**src/rtl/branch_resolve_ctrl.sv**
```systemverilog
// Branch resolution controller: latches a branch, drives an external comparator,
// decodes taken/mispredict, and holds the result until the consumer accepts it.
module branch_resolve_ctrl #(
  parameter int CNT_W = 16
) (
  input  logic             i_clk,
  input  logic             i_rst_n,
  input  logic             i_req_valid,
  output logic             o_req_ready,
  input  logic [2:0]       i_funct3,
  input  logic [31:0]      i_rs1_data,
  input  logic [31:0]      i_rs2_data,
  input  logic [31:0]      i_pc,
  input  logic [31:0]      i_imm,
  input  logic             i_pred_taken,
  output logic [31:0]      o_br_rs1_data,
  output logic [31:0]      o_br_rs2_data,
  output logic             o_br_un,
  input  logic             i_br_eq,
  input  logic             i_br_lt,
  input  logic             i_flush,
  output logic             o_resp_valid,
  input  logic             i_resp_ready,
  output logic             o_taken,
  output logic             o_mispredict,
  output logic             o_illegal,
  output logic [31:0]      o_redirect_pc,
  output logic [CNT_W-1:0] o_br_cnt,
  output logic [CNT_W-1:0] o_mispred_cnt
);

  typedef enum logic [1:0] {IDLE, CMP, RESP} state_t;

  state_t      state, next_state;
  logic [2:0]  funct3_q;
  logic [31:0] rs1_q, rs2_q, pc_q, imm_q;
  logic        pred_q;
  logic        taken_q, mispred_q, illegal_q;
  logic [31:0] redirect_q;
  logic [CNT_W-1:0] br_cnt, mispred_cnt;
  logic        accept, resp_fire, cmp_taken, cmp_illegal;

  always_ff @(posedge i_clk or negedge i_rst_n) begin
    if (!i_rst_n) state <= IDLE;
    else          state <= next_state;
  end

  // Flush overrides every transition, including a same-cycle request or handshake.
  always_comb begin
    next_state = state;
    if (i_flush) begin
      next_state = IDLE;
    end else begin
      case (state)
        IDLE:    if (i_req_valid) next_state = CMP;
        CMP:     next_state = RESP;
        RESP:    if (i_resp_ready) next_state = IDLE;
        default: next_state = IDLE;
      endcase
    end
  end

  always_comb begin
    o_req_ready   = (state == IDLE) && !i_flush;
    o_resp_valid  = (state == RESP) && !i_flush;
    o_taken       = o_resp_valid & taken_q;
    o_mispredict  = o_resp_valid & mispred_q;
    o_illegal     = o_resp_valid & illegal_q;
    o_redirect_pc = o_resp_valid ? redirect_q : 32'd0;
    o_br_rs1_data = rs1_q;
    o_br_rs2_data = rs2_q;
    o_br_un       = funct3_q[1];
  end

  assign accept    = i_req_valid && o_req_ready;
  assign resp_fire = o_resp_valid && i_resp_ready;
  assign o_br_cnt      = br_cnt;
  assign o_mispred_cnt = mispred_cnt;

  always_comb begin
    cmp_taken   = 1'b0;
    cmp_illegal = 1'b0;
    case (funct3_q)
      3'b000:          cmp_taken = i_br_eq;
      3'b001:          cmp_taken = !i_br_eq;
      3'b100, 3'b110:  cmp_taken = i_br_lt;
      3'b101, 3'b111:  cmp_taken = !i_br_lt;
      default:         cmp_illegal = 1'b1;
    endcase
  end

  always_ff @(posedge i_clk or negedge i_rst_n) begin
    if (!i_rst_n) begin
      funct3_q   <= 3'd0;
      rs1_q      <= 32'd0;
      rs2_q      <= 32'd0;
      pc_q       <= 32'd0;
      imm_q      <= 32'd0;
      pred_q     <= 1'b0;
      taken_q    <= 1'b0;
      mispred_q  <= 1'b0;
      illegal_q  <= 1'b0;
      redirect_q <= 32'd0;
    end else begin
      if (accept) begin
        funct3_q <= i_funct3;
        rs1_q    <= i_rs1_data;
        rs2_q    <= i_rs2_data;
        pc_q     <= i_pc;
        imm_q    <= i_imm;
        pred_q   <= i_pred_taken;
      end
      // Comparator results are captured on the last edge of CMP.
      if (state == CMP && !i_flush) begin
        taken_q    <= cmp_taken;
        mispred_q  <= !cmp_illegal && (cmp_taken != pred_q);
        illegal_q  <= cmp_illegal;
        redirect_q <= cmp_taken ? (pc_q + imm_q) : (pc_q + 32'd4);
      end
    end
  end

  always_ff @(posedge i_clk or negedge i_rst_n) begin
    if (!i_rst_n) begin
      br_cnt      <= '0;
      mispred_cnt <= '0;
    end else if (resp_fire && !illegal_q) begin
      if (br_cnt != '1) br_cnt <= br_cnt + 1'b1;
      if (mispred_q && mispred_cnt != '1) mispred_cnt <= mispred_cnt + 1'b1;
    end
  end

endmodule
```
**config.mk**
```make
export PLATFORM = sky130hd
export DESIGN_NAME = branch_resolve_ctrl
export DESIGN_NICKNAME = d
export VERILOG_FILES = /design/src/rtl/branch_resolve_ctrl.sv
export SDC_FILE = /design/constraint.sdc
export NUM_CORES = 1
export LEC_CHECK = 0
export ABC_CLOCK_PERIOD_IN_PS = 7700
export CORE_ASPECT_RATIO = 0.8
export CORE_UTILIZATION = 53
export DETAILED_ROUTE_END_ITERATION = 6
export PLACE_DENSITY_LB_ADDON = 0.15
export SYNTH_ARGS = -nofsm -noshare
export SYNTH_HDL_FRONTEND = slang
export SYNTH_SLANG_ARGS = --single-unit
```
**constraint.sdc**
```tcl
create_clock -name i_clk -period 7.7 [get_ports i_clk]
set_clock_uncertainty 0.15 [all_clocks]
set_input_delay 0.77 -clock i_clk [delete_from_list [all_inputs] [get_ports i_clk]]
set_output_delay 0.77 -clock i_clk [all_outputs]
set_load 0.005 [all_outputs]
```
After elaboration in Yosys (flattened, before gate mapping)
Index checks and enable logic that the tools add are counted.
- bits in registers: 201
- output and inout port bits: 134
- logic and storage cells: 60
- add/subtract/negate cells: 4
- equal/unequal tests: 12
- muxes and demuxes: 8
- bitwise gates (word level): 3
- reductions and logical operators: 20
- operators with widths (cell ; count):
    $mux W32 ; 2
    $add A16 B1 Y16 const B ; 2
    $add A32 B3 Y32 const B ; 1
    $add A32 B32 Y32 ; 1
    $ne A16 B16 Y1 const B ; 2
    $eq A3 B3 Y1 const B ; 4
    $logic_and A1 B1 Y1 ; 8
    $mux W2 ; 3
    $ne A3 B3 Y1 const B ; 2
    $pmux W2 S3 ; 1
    $reduce_and A2 Y1 ; 3
    $reduce_or A6 Y1 ; 1
    $logic_not A1 Y1 ; 4
    $pmux W1 S4 ; 1
    $reduce_or A2 Y1 ; 2
    $and A1 B1 Y1 ; 3
    $eq A3 B1 Y1 const B ; 1
    $logic_not A3 Y1 ; 1
    $eq A2 B1 Y1 const B ; 1
    $eq A2 B2 Y1 const B ; 1
    $logic_not A2 Y1 ; 1
    $mux W1 ; 1
    $ne A1 B1 Y1 ; 1

Logic depth before layout (Yosys ltp)
- depth in word-level cells: 5
- depth in mapped cells: 10
- gate-level depth less buffers: 10

Worst setup path after synthesis
Ideal clock, no wire load.
- path kind: flip-flop to flip-flop
- start: register pc_q[0]
- end: register redirect_q[26]
- library setup time: 127 ps
- arrival: 2613 ps
- path slack: 4810 ps
- cell stages (with the launch flop): 11
- buffers on the path: 0
- period minus slack after synthesis: 2890 ps
- cells stage by stage: dfrtp_1 > ha_1 > fa_1 > a21o_1 > a221oi_2 > o22a_1 > a31oi_1 > o2111a_1 > o22ai_1 > xnor2_1 > a221o_2
- word-level cells in the longest chain between the ends: 2
- ends and longest elaborated chain (element ; RTL line ; text):
    start: declaration ; 36 ; logic [31:0] rs1_q, rs2_q, pc_q, imm_q;
    start signal: assignment ; 109 ; pc_q <= i_pc;
    $add A32 B3 Y32 or $add A32 B32 Y32 (tied branches) ; 118 ; redirect_q <= cmp_taken ? (pc_q + imm_q) : (pc_q + 32'd4);
    $mux W32 (*) ; 118 ;
    end signal: assignment ; 118 ;
    end: declaration ; 39 ; logic [31:0] redirect_q;
Mark *: on every way between the ends. The rest lies on a longest branch, timed or not.
A chain may end at the register's enable or synchronous reset.

Final worst setup path
- start: register pc_q[18]
- end: register redirect_q[31]
The elaborated chain is that of the path after synthesis.

==> impl_metrics.csv <==
group,metric,value,unit
run_status,outcome,"complete, no violations",
cts,cts_resized,0,
pwr,ir_drop,0.163,mV
synth,synthFlopType,"dfrtp_1",
cts,cts_tree,"done",
pwr,p_comb_share,35.0,%
cts,htree_levels,1,
placed_design,place_congestion,0.911,
timing,final_max_slew_viol_count,0,
pwr,power_frac_clock,26.8,%
timing,clock.fmax,0.292,GHz
global_routing,grt_max_degree,93,
setup_path,cp-end-kind,"flop",
pwr,p_per_area,276,nW/um^2
global_routing,grt_antenna_before_repair,0,
pwr,pwr-share-seq,38.2,%
cts,cts_buffers,22,
pwr,p_int,2.62,mW
timing,setup_viol,0,
synth,synth_edf_count,0,
setup_path,cp_cell_sequence,"ha_1, and2_0, a221o_1, a31o_2, a311oi_1, a21oi_1, nor3b_1, mux2i_1, nand4_1",
route,num_vias,8249,
synth,yosysWarnings,0,
setup_path,worstPathRequired,7.94,ns
setup_path,cp_slowest_cell,"a311oi_1",
route,ant_nets,0,
cts,cts.path.max_buffers,3,
floorplan,ios,273,
cts,cts_sinks,201,
setup_path,crit_path_start_kind,"flop",
timing,fin_crit,3.43,ns
cells_and_area,drive_above_1_share,15.7,%
floorplan,die_height,128,um
setup_path,crit_fanout,6,
global_routing,grt_pass1_wl,43.7,mm
setup_path,critPathTopFamily,"compound AO/OA/AOI/OAI gates",
placed_design,placed_cells,1467,
cells_and_area,syn2layout_area_growth,35.3,%
pwr,p_sw,1.29,mW
route,viasPerCell,5.47,
placed_design,place_ws,3.85,ns
timing,tightest_slew,1.03,ns
min_path,hold_path_class,"in2async",
synth,syn_area,10500,um^2
route,drt-total-wl,27.2,mm
global_routing,grt_pass1_vias,8240,
cells_and_area,regArea,5030,um^2
timing,fin_setup_tns,0,ns
synth,avgSynthCellArea,10.8,um^2
flow_run,drv_cap,0,
route,wl_per_cell,18.0,um
route,drc,0,
floorplan,row_count,45,
setup_path,arrival,3.66,ns
setup_path,rrSetupSlack,4.27,ns
cells_and_area,multiInputGateArea,5230,um^2
floorplan,start_util,54.6,%
cells_and_area,final-instance-count-excl-fill,1507,
cts,holdBufCountCts,0,
synth,ys_ff_latch,201,
cts,clk_latency,0.51,ns
synth,syn_nets,1141,
synth,synthCells,967,
setup_path,worst-setup-path-type,"reg2reg",
floorplan,fp.dieW,159,um
route,drtIter0Drc,518,
route,firstDrtPassIters,5,
pwr,power.static_leakage,6.02,nW
cells_and_area,nFillCells,1411,
cts,path_clk_slew,0.06,ns
cts,postCtsSetupBuffers,0,
cts,cts_root_buf,"clkbuf_16",
floorplan,core_area,19100,um^2
pwr,netSwitchingFraction,32.9,%
timing,rsz0062_at_grt,"false",
cells_and_area,num_antenna_cells,0,
placed_design,hpwl,20.0,mm
timing,finalHoldViolations,0,
cells_and_area,nNetsFinal,1407,
timing,slew_headroom,31.1,%
synth,synth_cell_type_count,62,
cells_and_area,fin_util,73.9,%
synth,seq_area_frac_synth,48.1,%
setup_path,critPathMaxStageDelay,0.60,ns
placed_design,port_buffers,272,
timing,setup_ws,4.27,ns
floorplan,dieArea,20300,um^2
setup_path,cp_num_buf_inv,0,
global_routing,grt.overflow.total,0,
synth,async_reset_ff_share,100,%
global_routing,grt_usage,27.2,%
timing,fin_crit_sh,44.5,%
Yosys cell counts, types with 5 or more instances:
library cell | number | area [um^2]
xnor2_1 | 49 | 429
and2_1 | 41 | 257
and4_1 | 5 | 43.8
o21a_1 | 5 | 37.5
a21o_1 | 17 | 128
mux2i_1 | 6 | 60.1
nor3b_1 | 6 | 45.0
a21oi_1 | 47 | 235
inv_1 | 17 | 63.8
nor3_1 | 8 | 40.0
a31oi_1 | 14 | 87.6
nor2_1 | 64 | 240
xor2_1 | 29 | 254
and3_1 | 11 | 68.8
dfrtp_1 | 201 | 5030
o21ai_0 | 43 | 215
clkbuf_1 | 34 | 128
nand2_1 | 80 | 300
nor2b_1 | 10 | 62.6
mux2_2 | 131 | 1480
ha_1 | 34 | 425
nand3_1 | 37 | 185
nand4_1 | 16 | 100
worst reg2reg max path: stages, from the launching register on:
cell and delay [ns]:
dfrtp_1 0.47, ha_1 0.39, and2_0 0.26, a221o_1 0.32
a31o_2 0.22, a311oi_1 0.60, a21oi_1 0.16, nor3b_1 0.41
mux2i_1 0.24, nand4_1 0.10
metal layers:
metal / global-route usage (%) / vias up / wire length, um / share of wire [%]
met1: 37.6 / 3961 / 12000 / 44
met2: 43.6 / 280 / 12400 / 46
met4: 5.94 / 0 / 566 / 2.1
met3: 6.63 / 43 / 2180 / 8.0
met5: 0 / - / 0 / 0
li1: - / 3965 / - / -
power groups by stage:
| stage | Clock (mW) | Combinational [mW] | Sequential, mW |
|---|---|---|---|
| floorplan | 0 | 0.866 | 1.45 |
| global placement | 0 | 1.32 | 1.49 |
| detailed placement | 0 | 1.35 | 1.51 |
| CTS | 1.07 | 1.36 | 1.49 |
| global route | 1.10 | 1.51 | 1.53 |
| finish | 1.05 | 1.37 | 1.49 |
cell families (layout without fill, tap and decap cells):
family,Yosys count,count (layout),synth area share (%)
compound gates,165,165,10.1
xor+xnor,78,78,6.53
fa+ha+maj,35,35,4.26
buf+inv,54,336,2.05
flops,201,201,48.1
mux,137,137,14.7
simple gates,297,297,14.3
area by class of cell:
cell class	count	share of cell area [%]
Clock buffer	31	4.63
Timing Repair Buffer	279	19.6
Sequential cell	201	35.5
Clock inverter	9	0.539
Multi-Input combinational cell	712	36.9
Inverter	17	0.451
Tap cell	258	2.28
worst paths after layout:
check,from,to,cells past startpoint
worst max register to register,pc_q[18]$_DFFE_PN0P_,redirect_q[31]$_DFFE_PN0P_,9
worst min register to register,taken_q$_DFFE_PN0P_,taken_q$_DFFE_PN0P_,2
worst max-delay path,pc_q[18]$_DFFE_PN0P_,redirect_q[31]$_DFFE_PN0P_,9
worst min-delay path,i_rst_n,redirect_q[9]$_DFFE_PN0P_,1
max in group asynchronous,i_rst_n,o_br_rs2_data[8]$_DFFE_PN0P_,2
min in group i_clk,taken_q$_DFFE_PN0P_,taken_q$_DFFE_PN0P_,2
state kept, by name, indices dropped and copies added (netlist names):
signal,cells
o_br_rs1_data,32
imm_q,32
mispred_q,1
pc_q,32
taken_q,1
o_mispred_cnt,16
illegal_q,1
o_br_cnt,16
state,2
pred_q,1
o_br_rs2_data,32
funct3_q,3
redirect_q,32
stage by stage:
step	power, mW	hold WS (ns)	cell area, um^2
global placement	2.82	0.305	13400
global route	4.14	0.223	14200
CTS	3.92	0.189	14200
finish	3.91	0.155	14200
floorplan	2.32	0.289	10500
detailed placement	2.85	0.309	13400
placed cells by master, fill, tap and decap left out, types with 3 or more instances in the layout:
| cell | instances |
|---|---|
| a31oi_1 | 14 |
| o221ai_1 | 4 |
| ha_1 | 34 |
| a21o_1 | 17 |
| clkbuf_16 | 23 |
| o21a_1 | 5 |
| inv_1 | 17 |
| buf_4 | 7 |
| nor2b_1 | 10 |
| xnor2_1 | 49 |
| or3_1 | 4 |
| and4_1 | 5 |
| clkdlybuf4s50_1 | 271 |
| nand2_1 | 80 |
| xor2_1 | 29 |
| o211ai_1 | 4 |
| nor3_1 | 8 |
| dfrtp_1 | 201 |
| clkbuf_8 | 6 |
| and3_1 | 11 |
| nand4_1 | 16 |
| a211oi_1 | 4 |
| nor3b_1 | 5 |
| nor2_1 | 64 |
| o22ai_1 | 4 |
| o21ai_0 | 43 |
| nand3_1 | 37 |
| a21oi_1 | 46 |
| clkbuf_1 | 3 |
| mux2i_1 | 6 |
| mux2_2 | 131 |
| clkinv_2 | 6 |
| and2_1 | 40 |
| o31ai_1 | 3 |
No activity file was read; power rests on OpenSTA's default activity.
==> variant 1, RTL diff (same settings) <==
Encoding of `state_t`: now one-hot (3 bits for 3 states).
--- a/src/rtl/branch_resolve_ctrl.sv
+++ b/src/rtl/branch_resolve_ctrl.sv
@@ -29,7 +29,7 @@
   output logic [CNT_W-1:0] o_mispred_cnt
 );
 
-  typedef enum logic [1:0] {IDLE, CMP, RESP} state_t;
+  typedef enum logic [2:0] {IDLE = 3'b001, CMP = 3'b010, RESP = 3'b100} state_t;
 
   state_t      state, next_state;
   logic [2:0]  funct3_q;
Check against the original RTL: no difference found for any inputs over 4 cycles, from zero or initial values and one cycle with i_rst_n low; so few cycles prove little.
==> variant 1 against the original RTL <==
Synthesized area unchanged; total power is 3.2% lower; wire length decreased by 4.3%; global-route usage decreased by 1.4 points; setup slack got worse by 0.17 ns; cell area is 0.71% lower; sequential cell count rose by 1.
==> variant 1: results (changes against the original RTL) <==
| Metric | Value |
|---|---|
| Final setup fails | 0 (unchanged) |
| Cell count of the worst reg-to-reg path | 4 (-5) |
| Met1 usage | 35.6% (-2.1 points) |
| Crit path from | i_flush |
| Placed instance count | 1,448 (-1.3%) |
| Worst vdd ir | 0.182 mV (+12%) |
| Initial antenna violation count | 1 (+1) |
| DP Area | 13,400 sq um (-0.23%) |
| Dpl hpwl | 19,100 um (-4.5%) |
| Clock power frac | 25.6% (-1.2 points) |
| Status | completed |
| Met2 global-route usage | 42.2% (-1.4 points) |
| FF-to-FF Start | state[0]$_DFFE_PN1P_ |
| M1 WL | 11,800 um (-2.3%) |
| Post-synth ARST share | 100% (unchanged) |
| Vias in the first global route | 8,058 (-2.2%) |
| Crit-path max cell delay | 0.87 ns (+0.27 ns) |
| CTS Buf Count | 21 (-4.5%) |
| Leakage | 5.91 nW (-1.8%) |
| Mux share of post-synthesis cell area | 14.1% (-0.60 points) |
| Max H-tree Level | 1 (unchanged) |
| Synth unique cells | 66 (+6.5%) |
| Synth Area in Compound Gates | 10.4% (+0.31 points) |
| Via density | 5.54 (+1.1%) |
| Largest net degree at the start of global routing | 86 (-7.5%) |
| Crit path DAT | 3.82 ns (+0.16 ns) |
| DRT iter0 DRCs | 519 (+0.19%) |
| CP top delay family | buffers and inverters |
| Cell Count, Final, Fillers Out | 1,486 (-1.4%) |
| Kind of critical path | in2reg |
| DR WL met3 | 1460 um (-33%) |
| Synth area leaders | dfrtp_1 48%, mux2_2 14%, xnor2_1 4.4% |
| Slowest stage cell, crit path | buf_4 |
| Worst R2R Setup Slack | 4.40 ns (+0.13 ns) |
| Max transition margin | 34.0% (+2.9 points) |
| Post-synth top cells | 201 x dfrtp_1, 129 x mux2_2, 78 x nand2_1 |
| Seq/Total Area, Yosys | 48.3% (+0.25 points) |
| Internal power | 2.55 mW (-2.8%) |
| PD cells | 269 nW/um^2 (-2.5%) |
| Syn Area/Cell | 11.0 sq um (+1.5%) |
| Total Routing Usage GR | 25.7% (-1.4 points) |
| FF-to-FF End | o_br_rs1_data[27]$_DFFE_PN0P_ |
| Layout cells sized above 1 | 15.7% (+0.037 points) |
| Post-CTS Setup Repair Bufs | 0 (unchanged) |
| WL met2 | 12,200 um (-1.6%) |
| Crit path max fanout | 85 (+79) |
| First-pass GRT wire length | 42,200 um (-3.6%) |
| Global Route met3 Usage | 4.56% (-2.1 points) |
| XOR/XNOR Fraction of Synth Area | 6.78% (+0.25 points) |
| Final WL | 26,000 um (-4.3%) |
| Syn Nets | 1,127 (-1.2%) |
[variant 1: changes by cell type after synthesis, moves of 4 or more]
cell	before	now
nand3_1	37	28
o21bai_1	1	6
mux2i_1	6	2
xnor2_1	49	53
buf_2	0	17
o21a_1	5	1
clkbuf_1	34	24
inv_1	17	11
a21oi_1	47	53
nor2_1	64	57
nor2b_1	10	4
nor3b_1	6	1
[variant 1: final cells by class]
class,instances,area [sq um]
multi-input cells,698,5200
fillers,1432,5090
flip-flops and latches,202,5060
repair buffers,278,2770
clock buffers,30,619
well taps,258,323
inverters,12,45.0
clock inverters,7,41.3
diodes,1,2.50
[variant 1: per-stage QoR]
step                      worst slack [ns]  hold WS, ns
after detailed placement              3.55        0.306
after floorplan                       5.10        0.280
after CTS                             4.06        0.138
after global placement                3.66        0.303
final                                 4.10        0.114
after global routing                  3.88        0.159
[variant 1: worst reg2reg max path, stage by stage, from the launching register on]
cell,delay [ns]
dfstp_2,0.58
nor4b_1,0.38
and2_4,0.71
buf_4,0.88
mux2_2,0.48
==> variant 2, RTL diff (config.mk and constraints unchanged) <==
Made on the original files. `CNT_W`: 16 -> 32.
--- a/src/rtl/branch_resolve_ctrl.sv
+++ b/src/rtl/branch_resolve_ctrl.sv
@@ -1,7 +1,7 @@
 // Branch resolution controller: latches a branch, drives an external comparator,
 // decodes taken/mispredict, and holds the result until the consumer accepts it.
 module branch_resolve_ctrl #(
-  parameter int CNT_W = 16
+  parameter int CNT_W = 32
 ) (
   input  logic             i_clk,
   input  logic             i_rst_n,
Interface: changed (resized o_br_cnt and o_mispred_cnt); port bits go from 273 to 305. No check against the original RTL was run, so the function may have changed too.
==> variant 2 against the original RTL <==
Total power rose by 7.5%; highest routed layer is now met5; synthesized area is 12% higher; wire length rose by 18%; cell area grew 12%; non-clock buffer count is 32 higher; largest cell class is now registers; setup slack got worse by 0.35 ns; sequential cell count is 32 higher.
==> variant 2: results (changes against the original RTL) <==
| Metric | Value |
|---|---|
| Status | completed |
| CTS Root Cell | clkbuf_16 |
| Synth Area in Compound Gates | 8.82% (-1.3 points) |
| Synth area leaders | dfrtp_1 50%, mux2_2 13%, xnor2_1 5.5% |
| Post-cts resize count | 0 (unchanged) |
| Total Routing Usage GR | 28.4% (+1.2 points) |
| XOR/XNOR Fraction of Synth Area | 8.24% (+1.7 points) |
| Dpl hpwl | 23,600 um (+18%) |
| Layout cells sized above 1 | 13.7% (-2.0 points) |
| Fillcell total | 1,557 (+10%) |
| Reg clk slew, reported paths | 0.06 ns (about the same) |
| Leakage | 6.65 nW (+11%) |
| Max Buffers Root-to-Sink | 3 (unchanged) |
| Synth Warn # | 0 (unchanged) |
| Top FF cell, synth | dfrtp_1 |
| Vias in the first global route | 9,166 (+11%) |
| Max H-tree Level | 1 (unchanged) |
| Worst vdd ir | 0.165 mV (+1.4%) |
| Synth Area in Adders | 3.81% (-0.45 points) |
| Via density | 5.55 (+1.4%) |
| Crit path max fanout | 3 (-3) |
| Post-CTS Setup Repair Bufs | 0 (unchanged) |
| WL/cell | 19.1 um (+6.2%) |
| Post-synth top cells | 233 x dfrtp_1, 133 x mux2_2, 106 x nand2_1 |
| Port-buffer cells | 304 (+12%) |
| First-pass GRT wire length | 50,200 um (+15%) |
| DRT iter0 DRCs | 844 (+63%) |
| Clock latency on the worst-skew pair | 0.54 ns (+0.03 ns) |
| Initial antenna violation count | 7 (+7) |
| Crit path from | imm_q[0]$_DFFE_PN0P_ |
| Mux share of post-synthesis cell area | 12.9% (-1.8 points) |
| Synth unique cells | 60 (-3.2%) |
| Largest net degree at the start of global routing | 82 (-12%) |
| Seq/Total Area, Yosys | 49.9% (+1.8 points) |
| Nets@finish | 1,548 (+10%) |
| Max transition margin | 33.1% (+2.0 points) |
| Crit path DAT | 4.06 ns (+0.40 ns) |
| Min-delay worst type | in2async |
| Drt pass-1 iters | 5 (unchanged) |
| Syn Nets | 1,252 (+9.7%) |
| RD Place Congestion | 0.895 (-1.7%) |
| CTS Buf Count | 24 (+9.1%) |
| Post-synth ARST share | 100% (unchanged) |
| Placement Setup Slack | 3.85 ns (-0.00393 ns) |
-- variant 2: final cells by class --
cell class,instances,area [sq um],share of cell area [%]
diodes,7,17.5,0.111
multi-input cells,794,5680,35.9
clock buffers,37,719,4.54
inverters,10,37.5,0.237
clock inverters,7,110,0.695
flip-flops and latches,233,5830,36.8
repair buffers,311,3100,19.6
well taps,275,344,2.17
-- variant 2: logic make-up after synthesis --
| kind of cell | Yosys count |
|---|---|
| AO/OA/AOI/OAI | 165 |
| XOR/XNOR | 110 |
| adder cells (fa/ha/maj) | 35 |
| buffers and inverters | 51 |
| flip-flops | 233 |
| multiplexers | 134 |
| AND/OR/NAND/NOR | 350 |
-- variant 2: final timing paths --
check / end / slack (ns) / cells after the start
setup / recovery: redirect_q[26]$_DFFE_PN0P_ / 3.92 / 11
hold / removal: o_br_cnt[16]$_DFFE_PN0P_ / 0.04 / 1
setup reg to reg: redirect_q[26]$_DFFE_PN0P_ / 3.92 / 11
hold reg to reg: redirect_q[6]$_DFFE_PN0P_ / 0.32 / 2
max in group asynchronous: redirect_q[11]$_DFFE_PN0P_ / 5.87 / 2
min in group i_clk: redirect_q[6]$_DFFE_PN0P_ / 0.32 / 2
-- variant 2: where the power goes --
group          internal (mW)  leakage, nW  total, mW  switching (mW)
Combinational          0.674         3.35       1.33           0.660
Sequential              1.47         2.89       1.67           0.200
Clock                  0.714        0.409       1.21           0.491
Total                   2.85         6.65       4.21            1.35
-- variant 2: per-stage QoR --
stage	total power [mW]	util, %	cell area, sq um	cells	hold WS, ns
final	4.21	73.3	15800	1674	0.0430
after global routing	4.43	73.2	15800	1670	0.0883
after CTS	4.21	73.2	15800	1667	0.0805
after detailed placement	2.99	69.4	15000	1623	0.314
after global placement	2.95	69.4	15000	1623	0.304
after floorplan	2.45	-	11700	1078	0.289
-- variant 2: critical path: stages (launching register included) --
cell	delay, ns
dfrtp_1	0.42
ha_1	0.24
fa_1	0.43
a211oi_1	0.46
nor4_1	0.16
o21ai_0	0.39
nand3_1	0.24
a311oi_1	0.44
o21ai_0	0.29
xor2_1	0.21
a21oi_1	0.20
nor2_1	0.07
-- variant 2: per-layer routing --
layer,vias to the layer above,global-route usage [%],wire length (um)
li1,4410,-,-
met1,4491,38.1,13600
met2,339,43.5,14400
met3,49,9.64,3150
met4,2,9.19,815
met5,-,0,13
